## src/rtl/write_data_uart_tx_pkg.sv

```systemverilog
// Shared definitions for the WriteData UART transmitter: FSM encoding,
// line levels, byte width and the parity helper.
// Optional feature macro: UART_PARITY_EN (adds an even-parity bit per byte).
package uart_tx_pkg;

  localparam int DATA_BITS = 8;

  localparam logic TX_IDLE  = 1'b1;
  localparam logic TX_START = 1'b0;

`ifdef UART_PARITY_EN
  typedef enum logic [2:0] {
    IDLE   = 3'd0,
    START  = 3'd1,
    DATA   = 3'd2,
    STOP   = 3'd3,
    PARITY = 3'd4
  } state_e;
`else
  typedef enum logic [1:0] {
    IDLE  = 2'd0,
    START = 2'd1,
    DATA  = 2'd2,
    STOP  = 2'd3
  } state_e;
`endif

  // Even parity: the parity bit makes the total count of ones even.
  function automatic logic even_parity(input logic [DATA_BITS-1:0] data_byte);
    return ^data_byte;
  endfunction

endpackage

```

## src/rtl/write_data_uart_tx_baud_tick_gen.sv

```systemverilog
// Baud-rate counter for the UART transmitter. Counts 0..CLKS_PER_BIT-1 and
// wraps; Tick is a registered one-cycle pulse aligned with the terminal
// count. Clear holds the count at zero so a new bit period starts cleanly.
module baud_tick_gen #(
  parameter int CLKS_PER_BIT = 868
) (
  input  logic Clk,
  input  logic Reset,
  input  logic Clear,
  output logic Tick
);

  localparam int CNT_W = $clog2(CLKS_PER_BIT);
  localparam logic [CNT_W-1:0] LAST_CNT = CNT_W'(CLKS_PER_BIT - 1);
  localparam logic [CNT_W-1:0] PRE_CNT  = CNT_W'(CLKS_PER_BIT - 2);

  logic [CNT_W-1:0] cnt_r;
  logic             tick_r;

  // Advance the bit-period counter; raise Tick on the edge entering terminal count.
  always_ff @(posedge Clk or posedge Reset) begin
    if (Reset) begin
      cnt_r  <= '0;
      tick_r <= 1'b0;
    end else if (Clear) begin
      cnt_r  <= '0;
      tick_r <= 1'b0;
    end else begin
      cnt_r  <= (cnt_r == LAST_CNT) ? '0 : cnt_r + CNT_W'(1);
      tick_r <= (cnt_r == PRE_CNT);
    end
  end

  assign Tick = tick_r;

endmodule

```

## src/rtl/write_data_uart_tx.sv

```systemverilog
// WriteData UART transmitter: accepts one word per valid/ready handshake and
// sends it as NUM_BYTES framed bytes, most-significant byte first, each byte
// LSB first (8N1). With UART_PARITY_EN defined an even-parity bit is sent
// between the data bits and the stop bit (8E1).
module write_data_uart_tx
  import uart_tx_pkg::*;
#(
  parameter int CLKS_PER_BIT = 868,
  parameter int NUM_BYTES    = 4
) (
  input  logic                   Clk,
  input  logic                   Reset,
  input  logic [8*NUM_BYTES-1:0] DataIn,
  input  logic                   DataValid,
  output logic                   Ready,
  output logic                   Tx,
  output logic                   Busy
);

  localparam int WORD_W = 8 * NUM_BYTES;
  localparam int BYTE_W = $clog2(NUM_BYTES + 1);
  localparam logic [BYTE_W-1:0] LAST_BYTE = BYTE_W'(NUM_BYTES - 1);

  state_e                 state_r;
  logic [WORD_W-1:0]      shift_r;
  logic [2:0]             bit_cnt_r;
  logic [BYTE_W-1:0]      byte_cnt_r;
  logic                   tx_r;
  logic                   ready_r;
  logic                   busy_r;

  logic                   clear_s;
  logic                   tick_s;
  logic                   accept_s;
  logic [DATA_BITS-1:0]   cur_byte_s;

  // Baud counter is held at zero while idle so the start bit gets a full period.
  assign clear_s    = (state_r == IDLE);
  assign accept_s   = DataValid & ready_r;
  assign cur_byte_s = shift_r[WORD_W-1 -: DATA_BITS];

  baud_tick_gen #(
    .CLKS_PER_BIT (CLKS_PER_BIT)
  ) u_baud (
    .Clk   (Clk),
    .Reset (Reset),
    .Clear (clear_s),
    .Tick  (tick_s)
  );

  // Frame sequencer: handshake, start/data/(parity)/stop bits, byte stepping.
  always_ff @(posedge Clk or posedge Reset) begin
    if (Reset) begin
      state_r    <= IDLE;
      shift_r    <= '0;
      bit_cnt_r  <= 3'd0;
      byte_cnt_r <= '0;
      tx_r       <= TX_IDLE;
      ready_r    <= 1'b1;
      busy_r     <= 1'b0;
    end else begin
      case (state_r)
        IDLE: begin
          if (accept_s) begin
            shift_r    <= DataIn;
            bit_cnt_r  <= 3'd0;
            byte_cnt_r <= '0;
            tx_r       <= TX_START;
            ready_r    <= 1'b0;
            busy_r     <= 1'b1;
            state_r    <= START;
          end else begin
            tx_r    <= TX_IDLE;
            ready_r <= 1'b1;
            busy_r  <= 1'b0;
          end
        end
        START: begin
          if (tick_s) begin
            bit_cnt_r <= 3'd0;
            tx_r      <= cur_byte_s[0];
            state_r   <= DATA;
          end
        end
        DATA: begin
          if (tick_s) begin
            if (bit_cnt_r == 3'd7) begin
`ifdef UART_PARITY_EN
              tx_r    <= even_parity(cur_byte_s);
              state_r <= PARITY;
`else
              tx_r    <= TX_IDLE;
              state_r <= STOP;
`endif
            end else begin
              bit_cnt_r <= bit_cnt_r + 3'd1;
              tx_r      <= cur_byte_s[bit_cnt_r + 3'd1];
            end
          end
        end
`ifdef UART_PARITY_EN
        PARITY: begin
          if (tick_s) begin
            tx_r    <= TX_IDLE;
            state_r <= STOP;
          end
        end
`endif
        STOP: begin
          if (tick_s) begin
            if (byte_cnt_r == LAST_BYTE) begin
              tx_r    <= TX_IDLE;
              ready_r <= 1'b1;
              busy_r  <= 1'b0;
              state_r <= IDLE;
            end else begin
              byte_cnt_r <= byte_cnt_r + BYTE_W'(1);
              shift_r    <= shift_r << 8;
              tx_r       <= TX_START;
              state_r    <= START;
            end
          end
        end
        default: begin
          tx_r    <= TX_IDLE;
          ready_r <= 1'b1;
          busy_r  <= 1'b0;
          state_r <= IDLE;
        end
      endcase
    end
  end

  assign Tx    = tx_r;
  assign Ready = ready_r;
  assign Busy  = busy_r;

endmodule

```

## config.mk

```make
export PLATFORM = sky130hd
export DESIGN_NAME = write_data_uart_tx
export DESIGN_NICKNAME = d
export VERILOG_FILES = /design/src/rtl/write_data_uart_tx_pkg.sv /design/src/rtl/write_data_uart_tx_baud_tick_gen.sv /design/src/rtl/write_data_uart_tx.sv
export SDC_FILE = /design/constraint.sdc
export NUM_CORES = 1
export LEC_CHECK = 0
export CORE_MARGIN = 2
export CORE_UTILIZATION = 55
export CTS_CLUSTER_SIZE = 30
export DETAILED_ROUTE_END_ITERATION = 7
export DONT_BUFFER_PORTS = 1
export PLACE_DENSITY = 0.7
export SLEW_MARGIN = 20
export SYNTH_ARGS = -nofsm -noshare
export SYNTH_HDL_FRONTEND = slang
export SYNTH_HIERARCHICAL = 1
export SYNTH_SLANG_ARGS = --single-unit
export TNS_END_PERCENT = 50
```

## constraint.sdc

```tcl
create_clock -name Clk -period 2.8 [get_ports Clk]
set_input_delay 0.56 -clock Clk [delete_from_list [all_inputs] [get_ports Clk]]
set_output_delay 0.56 -clock Clk [all_outputs]
set_load 0.1 [all_outputs]
```

==> impl_metrics.env, run 1 <==
export IMPL_status="completed"
export IMPL_antenna_cells=0
export IMPL_r2r_slack_ps=750
export IMPL_core_um2=4720
export IMPL_synth_edf_count=0
export IMPL_ff2ff_path_depth=6
export IMPL_num_vias=1786
export IMPL_setup_tns_ps=0
export IMPL_drt_first_pass_iters=5
export IMPL_synth_async_reset_ratio=1.00
export IMPL_hp_class="in -> async"
export IMPL_antenna_found_initial=0
export IMPL_cp_required_ps=3000
export IMPL_cts_setup_buffers=0
export IMPL_hold_viol=0
export IMPL_highest_layer="met4"
export IMPL_cap_violations=0
export IMPL_fin_crit_sh=0.733
export IMPL_route_met2_wl_um=2170
export IMPL_final_layout_size_suffix_gt1_frac=0.121
export IMPL_drt_met1_wl_um=2500
export IMPL_avgViaCountPerCell=5.67
export IMPL_p_per_area_nw_per_um2=1090
export IMPL_post_drt_wl_per_cell_um=15.5
export IMPL_rsz0062_at_grt="false"
export IMPL_synth_net_count=290
export IMPL_synth_top_cells_by_count="dfrtp_1 (52), nand2_1 (31), mux2i_1 (26), o21ai_0 (26)"
export IMPL_synth_area_um2=2680
export IMPL_worstSetupEndpointType="flip-flop"
export IMPL_cts_sinks=54
export IMPL_arrival_ps=2250
export IMPL_dp_hpwl_um=3530
export IMPL_startpoint_type="flip-flop"
export IMPL_worst_pin_slew_ps=975
export IMPL_hold_buffers=0
export IMPL_portBuffers=0
export IMPL_cp_max_fo=26
export IMPL_ys_flop_type="dfrtp_1"
export IMPL_placed_cells=307
export IMPL_max_slew_margin=0.346
export IMPL_synth_seq_cells=54
export IMPL_path_class="reg -> reg"
export IMPL_setup_viol=0
export IMPL_initial_utilization=0.568
export IMPL_ys_seq_area_frac=0.505
export IMPL_cts_tree="yes"
export IMPL_vdd_drop_max_mv=0.530
export IMPL_track_usage=0.205
export IMPL_die_area_um2=5450
export IMPL_route_met3_wl_um=164
export IMPL_synth_top_area_frac=0.485
export IMPL_die_x_um=73.8
export IMPL_grt_pass1_wl_um=8490
export IMPL_synth_most_common_cell="dfrtp_1"
export IMPL_syn_avg_cell_area_um2=10.9
export IMPL_overflow=0
export IMPL_fin_worst_skew_ps=5.29
export IMPL_leakage_nw=1.25
export IMPL_ios=38
export IMPL_h_tree_depth=2
export IMPL_root_buffer="clkbuf_8"
export IMPL_clkLatencyLatePin_ps=310
export IMPL_synth_top_cells_by_area="dfrtp_1 (49%), mux2i_1 (9.7%), o21ai_0 (4.9%)"
export IMPL_max_freq_mhz=487
export IMPL_wl_um=4890
export IMPL_grt_pass1_vias=1782
export IMPL_cts_clk_slew_worst_paths_ps=100
export IMPL_gp_congestion=0.824
export IMPL_synth_area_leader_cell="dfrtp_1"
export IMPL_drt_iter0_drc=139
export IMPL_drcViolationCount=0
export IMPL_synth_cells=245
export IMPL_area_growth_pct=5.88
export IMPL_nFillCells=426
export IMPL_p_total_mw=3.10
export IMPL_grt_max_degree=33
export IMPL_dp_slack_ps=737
export IMPL_cts_buffer_depth=2
export IMPL_rows=25
export IMPL_synthDistinctLibCells=45
export IMPL_antenna_left=0
export IMPL_drv_slew=0
export IMPL_period_needed_ps=2050
export IMPL_nets=292
export IMPL_cts_resized=0
export IMPL_yosys_warnings=6
export IMPL_cts_buffers=5
export IMPL_die_h_um=73.8
export IMPL_final_cells=315
export IMPL_fin_ws_ps=748
-- cells in the final DEF (no fill, tap or decap), types with 3 or more instances in the layout --
| cell type | netlist | final |
|---|---|---|
| mux2i_1 | 26 | 26 |
| o31ai_1 | 5 | 5 |
| nor2_1 | 9 | 9 |
| o21ai_1 | 5 | 5 |
| ha_1 | 10 | 9 |
| a22o_1 | 10 | 10 |
| dfrtp_1 | 52 | 52 |
| inv_1 | 8 | 7 |
| nand3_1 | 6 | 6 |
| clkbuf_8 | 0 | 6 |
| nand2_1 | 31 | 31 |
| nand2b_1 | 3 | 3 |
| a21oi_1 | 5 | 5 |
| o21ai_0 | 26 | 26 |
| buf_4 | 0 | 6 |
-- worst paths after layout --
path                             start              end
max reg2reg                 state_r[0]      shift_r[27]
max in group asynchronous        Reset       shift_r[5]
min reg2reg                shift_r[28]      shift_r[28]
min in group Clk             DataIn[0]       shift_r[0]
max                         state_r[0]      shift_r[27]
min                              Reset  u_baud/cnt_r[8]
-- layout make-up --
| class | instances | area [um2] | share of cell area |
|---|---|---|---|
| clock buffers | 6 | 82.6 | 0.0291 |
| clock inverters | 2 | 17.5 | 0.00617 |
| inverters | 8 | 30.0 | 0.0106 |
| multi-input cells | 172 | 1230 | 0.432 |
| flip-flops and latches | 54 | 1350 | 0.477 |
| well taps | 67 | 83.8 | 0.0295 |
| repair buffers | 6 | 45.0 | 0.0159 |
-- flip-flops by register name, indices dropped and copies added, names as in the netlist, 2 cells and up --
name / count
shift_r: 32
u_baud/cnt_r: 10
bit_cnt_r: 3
byte_cnt_r: 3
state_r: 2
-- stage by stage --
step / cell area [um2] / hold slack [ps] / util
global route: 2840 / 145 / 0.601
global placement: 2740 / 463 / 0.580
CTS: 2840 / 139 / 0.601
finish: 2840 / 127 / 0.601
floorplan: 2680 / 412 / -
detailed placement: 2740 / 471 / 0.580
-- power breakdown --
group	leakage [nW]	total [mW]	internal, mW	switching, mW
clock	0.0514	0.464	0.204	0.260
sequential	0.695	1.37	1.07	0.291
combinational	0.502	1.27	0.547	0.719
total	1.25	3.10	1.83	1.27
-- kinds of logic after synthesis --
logic type      synth area share
mux                        0.114
flops                      0.505
compound gates             0.162
buf+inv                   0.0387
simple gates               0.124
fa+ha+maj                 0.0467
xor+xnor                 0.00980
-- routing by layer --
layer,GRT usage,vias up
li1,-,887
met1,0.304,871
met2,0.301,22
met3,0.0521,6
met4,0.0485,0
met5,0,-
-- worst max-delay path: stages, from the launching register on --
cell and delay (ps):
dfrtp_1 440, inv_1 90, ha_1 310, nor2b_1 200
o21ai_4 470, buf_4 320, o21ai_0 120
Power figures use the tool's default switching activity.
==> run 2: changes to the inputs <==
Settings changed: PLACE_DENSITY 0.7 to 0.73.
Clock period 2.8 ns to 1.7 ns, I/O delays scaled along.
==> run 2 against run 1 <==
Utilization is 7.1 points higher. Register-to-register slack worse by 730 ps. Clock power grew 82%. Die area stayed put. Non-clock buffer count is 22 higher. Clock-buffer cell count is the same. Fmax up 22%. Clock skew grew 3.0 ps. Flip-flop and latch count is the same. Worst hold slack improved by 34 ps. Combinational power up 120%. Highest routed layer unchanged. First-iteration DRC count shrank 35%.
==> impl_metrics.env, run 2 (same netlist as run 1, synthesis figures left out) <==
export IMPL_nets=314
export IMPL_vdd_drop_max_mv=1.07
export IMPL_max_slew_margin=0.653
export IMPL_hp_start="DataIn[0]"
export IMPL_cts_buffer_depth=2
export IMPL_final_cells=337
export IMPL_dp_hpwl_um=3690
export IMPL_cp_max_fo=2
export IMPL_switching_share=0.389
export IMPL_die_area_um2=5450
export IMPL_ios=38
export IMPL_num_vias=1860
export IMPL_slowest_stage="mux4_2"
export IMPL_p_per_area_nw_per_um2=1850
export IMPL_largest_reg_flops=32
export IMPL_top_register="shift_r"
export IMPL_cp_required_ps=1930
export IMPL_fin_crit_sh=0.989
export IMPL_worstSetupEndpointType="flip-flop"
export IMPL_wl_um=5310
export IMPL_antenna_found_initial=0
export IMPL_path_buf_inv=0
export IMPL_avgViaCountPerCell=5.52
export IMPL_max_freq_mhz=595
export IMPL_status="completed"
export IMPL_combPwrFrac=0.480
export IMPL_grt_pass1_vias=1886
export IMPL_antenna_cells=0
export IMPL_reg2reg_from="bit_cnt_r[0]"
export IMPL_hold_viol=0
export IMPL_fin_worst_skew_ps=8.29
export IMPL_drt_iter0_drc=90
export IMPL_drcViolationCount=0
export IMPL_critical_path_startpoint="bit_cnt_r[0]"
export IMPL_gp_congestion=0.792
export IMPL_cts_tree="yes"
export IMPL_h_tree_depth=2
export IMPL_grt_pass1_wl_um=8870
export IMPL_area_growth_pct=18.4
export IMPL_arrival_ps=1910
export IMPL_grt_max_degree=44
export IMPL_dp_slack_ps=-57.2
export IMPL_crit_family="multiplexers"
export IMPL_internal_power_mw=3.59
export IMPL_root_buffer="clkbuf_8"
export IMPL_startpoint_type="flip-flop"
export IMPL_largestRegisters="shift_r: 32 flops, u_baud/cnt_r: 10 flops"
export IMPL_worst_pin_slew_ps=520
export IMPL_clkPwrFrac=0.144
export IMPL_layout_commonest_cell="dfrtp_1"
export IMPL_setup_viol=0
export IMPL_core_um2=4720
export IMPL_rsz0062_at_grt="true"
export IMPL_cts_clk_slew_worst_paths_ps=100
export IMPL_post_drt_wl_per_cell_um=15.8
export IMPL_leakage_nw=1.37
export IMPL_fin_util=0.672
export IMPL_drv_slew=0
export IMPL_cts_sinks=54
export IMPL_portBuffers=0
export IMPL_die_x_um=73.8
export IMPL_antenna_left=0
export IMPL_p_switching_mw=2.29
export IMPL_die_h_um=73.8
export IMPL_initial_utilization=0.568
export IMPL_drt_first_pass_iters=4
export IMPL_cts_buffers=5
export IMPL_period_needed_ps=1680
export IMPL_path_class="reg -> reg"
export IMPL_final_layout_size_suffix_gt1_frac=0.233
export IMPL_fin_ws_ps=18.3
export IMPL_hold_ws_ps=161
export IMPL_track_usage=0.214
export IMPL_most_common_layout_cells="dfrtp_1 (51), nand2_1 (30), mux2i_1 (26), o21ai_0 (26), buf_4 (23)"
export IMPL_overflow=0
export IMPL_placed_cells=320
export IMPL_pwr_share_seq=0.376
export IMPL_slowest_delay_ps=490
export IMPL_rows=25
export IMPL_crit_chain="ha_4 -> mux4_2 -> a2bb2oi_1 -> a31oi_1 -> o21ai_1"
export IMPL_hp_class="in -> reg"
export IMPL_clkLatencyLatePin_ps=300
export IMPL_cap_violations=0
-- run 2: routing by layer --
layer	track usage	up-vias	wire length, um
met3	0.0398	6	163
met1	0.289	892	2450
li1	-	929	-
met4	0.0768	0	59
met5	0	-	0
met2	0.345	33	2630
-- run 2: per-stage QoR --
stage | setup TNS (ps) | power [mW] | cell area [um2]
floorplan | -6.36 | 4.04 | 2690
global placement | 0 | 4.64 | 2890
detailed placement | -439 | 4.75 | 2890
CTS | -0.391 | 5.66 | 3050
global route | -149 | 6.30 | 3180
finish | 0 | 5.87 | 3180
-- run 2: layout make-up --
type,count,area (um2)
Timing Repair Buffer,28,263
Tap cell,67,83.8
Fill cell,373,1550
Sequential cell,54,1360
Clock inverter,2,37.5
Clock buffer,6,72.6
Inverter,8,32.5
Multi-Input combinational cell,172,1330
-- run 2: final timing paths --
| check | end | slack (ps) | cells after the start |
|---|---|---|---|
| min in group asynchronous | u_baud/cnt_r[9] | 490 | 2 |
| worst min-delay path | shift_r[0] | 160 | 1 |
| max in group asynchronous | Tx | 900 | 3 |
| worst max-delay path | Tx | 20 | 5 |
| worst max register to register | Tx | 20 | 5 |
| worst min register to register | shift_r[12] | 490 | 2 |
-- run 2: power groups by stage --
stage | clock, mW | combinational (mW) | sequential (mW)
detailed placement | 0 | 2.53 | 2.22
floorplan | 0 | 1.77 | 2.27
finish | 0.844 | 2.82 | 2.21
CTS | 0.863 | 2.61 | 2.19
global route | 0.899 | 3.12 | 2.28
global placement | 0 | 2.45 | 2.19
-- run 2: repair_timing --
item	in CTS	in global routing
pin swaps	3	5
setup buffers	2	6
setup endpoints to repair	12	33
hold buffers	1	0
gates resized for setup	5	14
endpoints found under the hold margin	52	0
-- run 2: worst reg2reg max path: stages, from the launching register on --
cell       delay, ps
dfrtp_1          410
ha_4             280
mux4_2           490
a2bb2oi_1        160
a31oi_1          190
o21ai_1           70
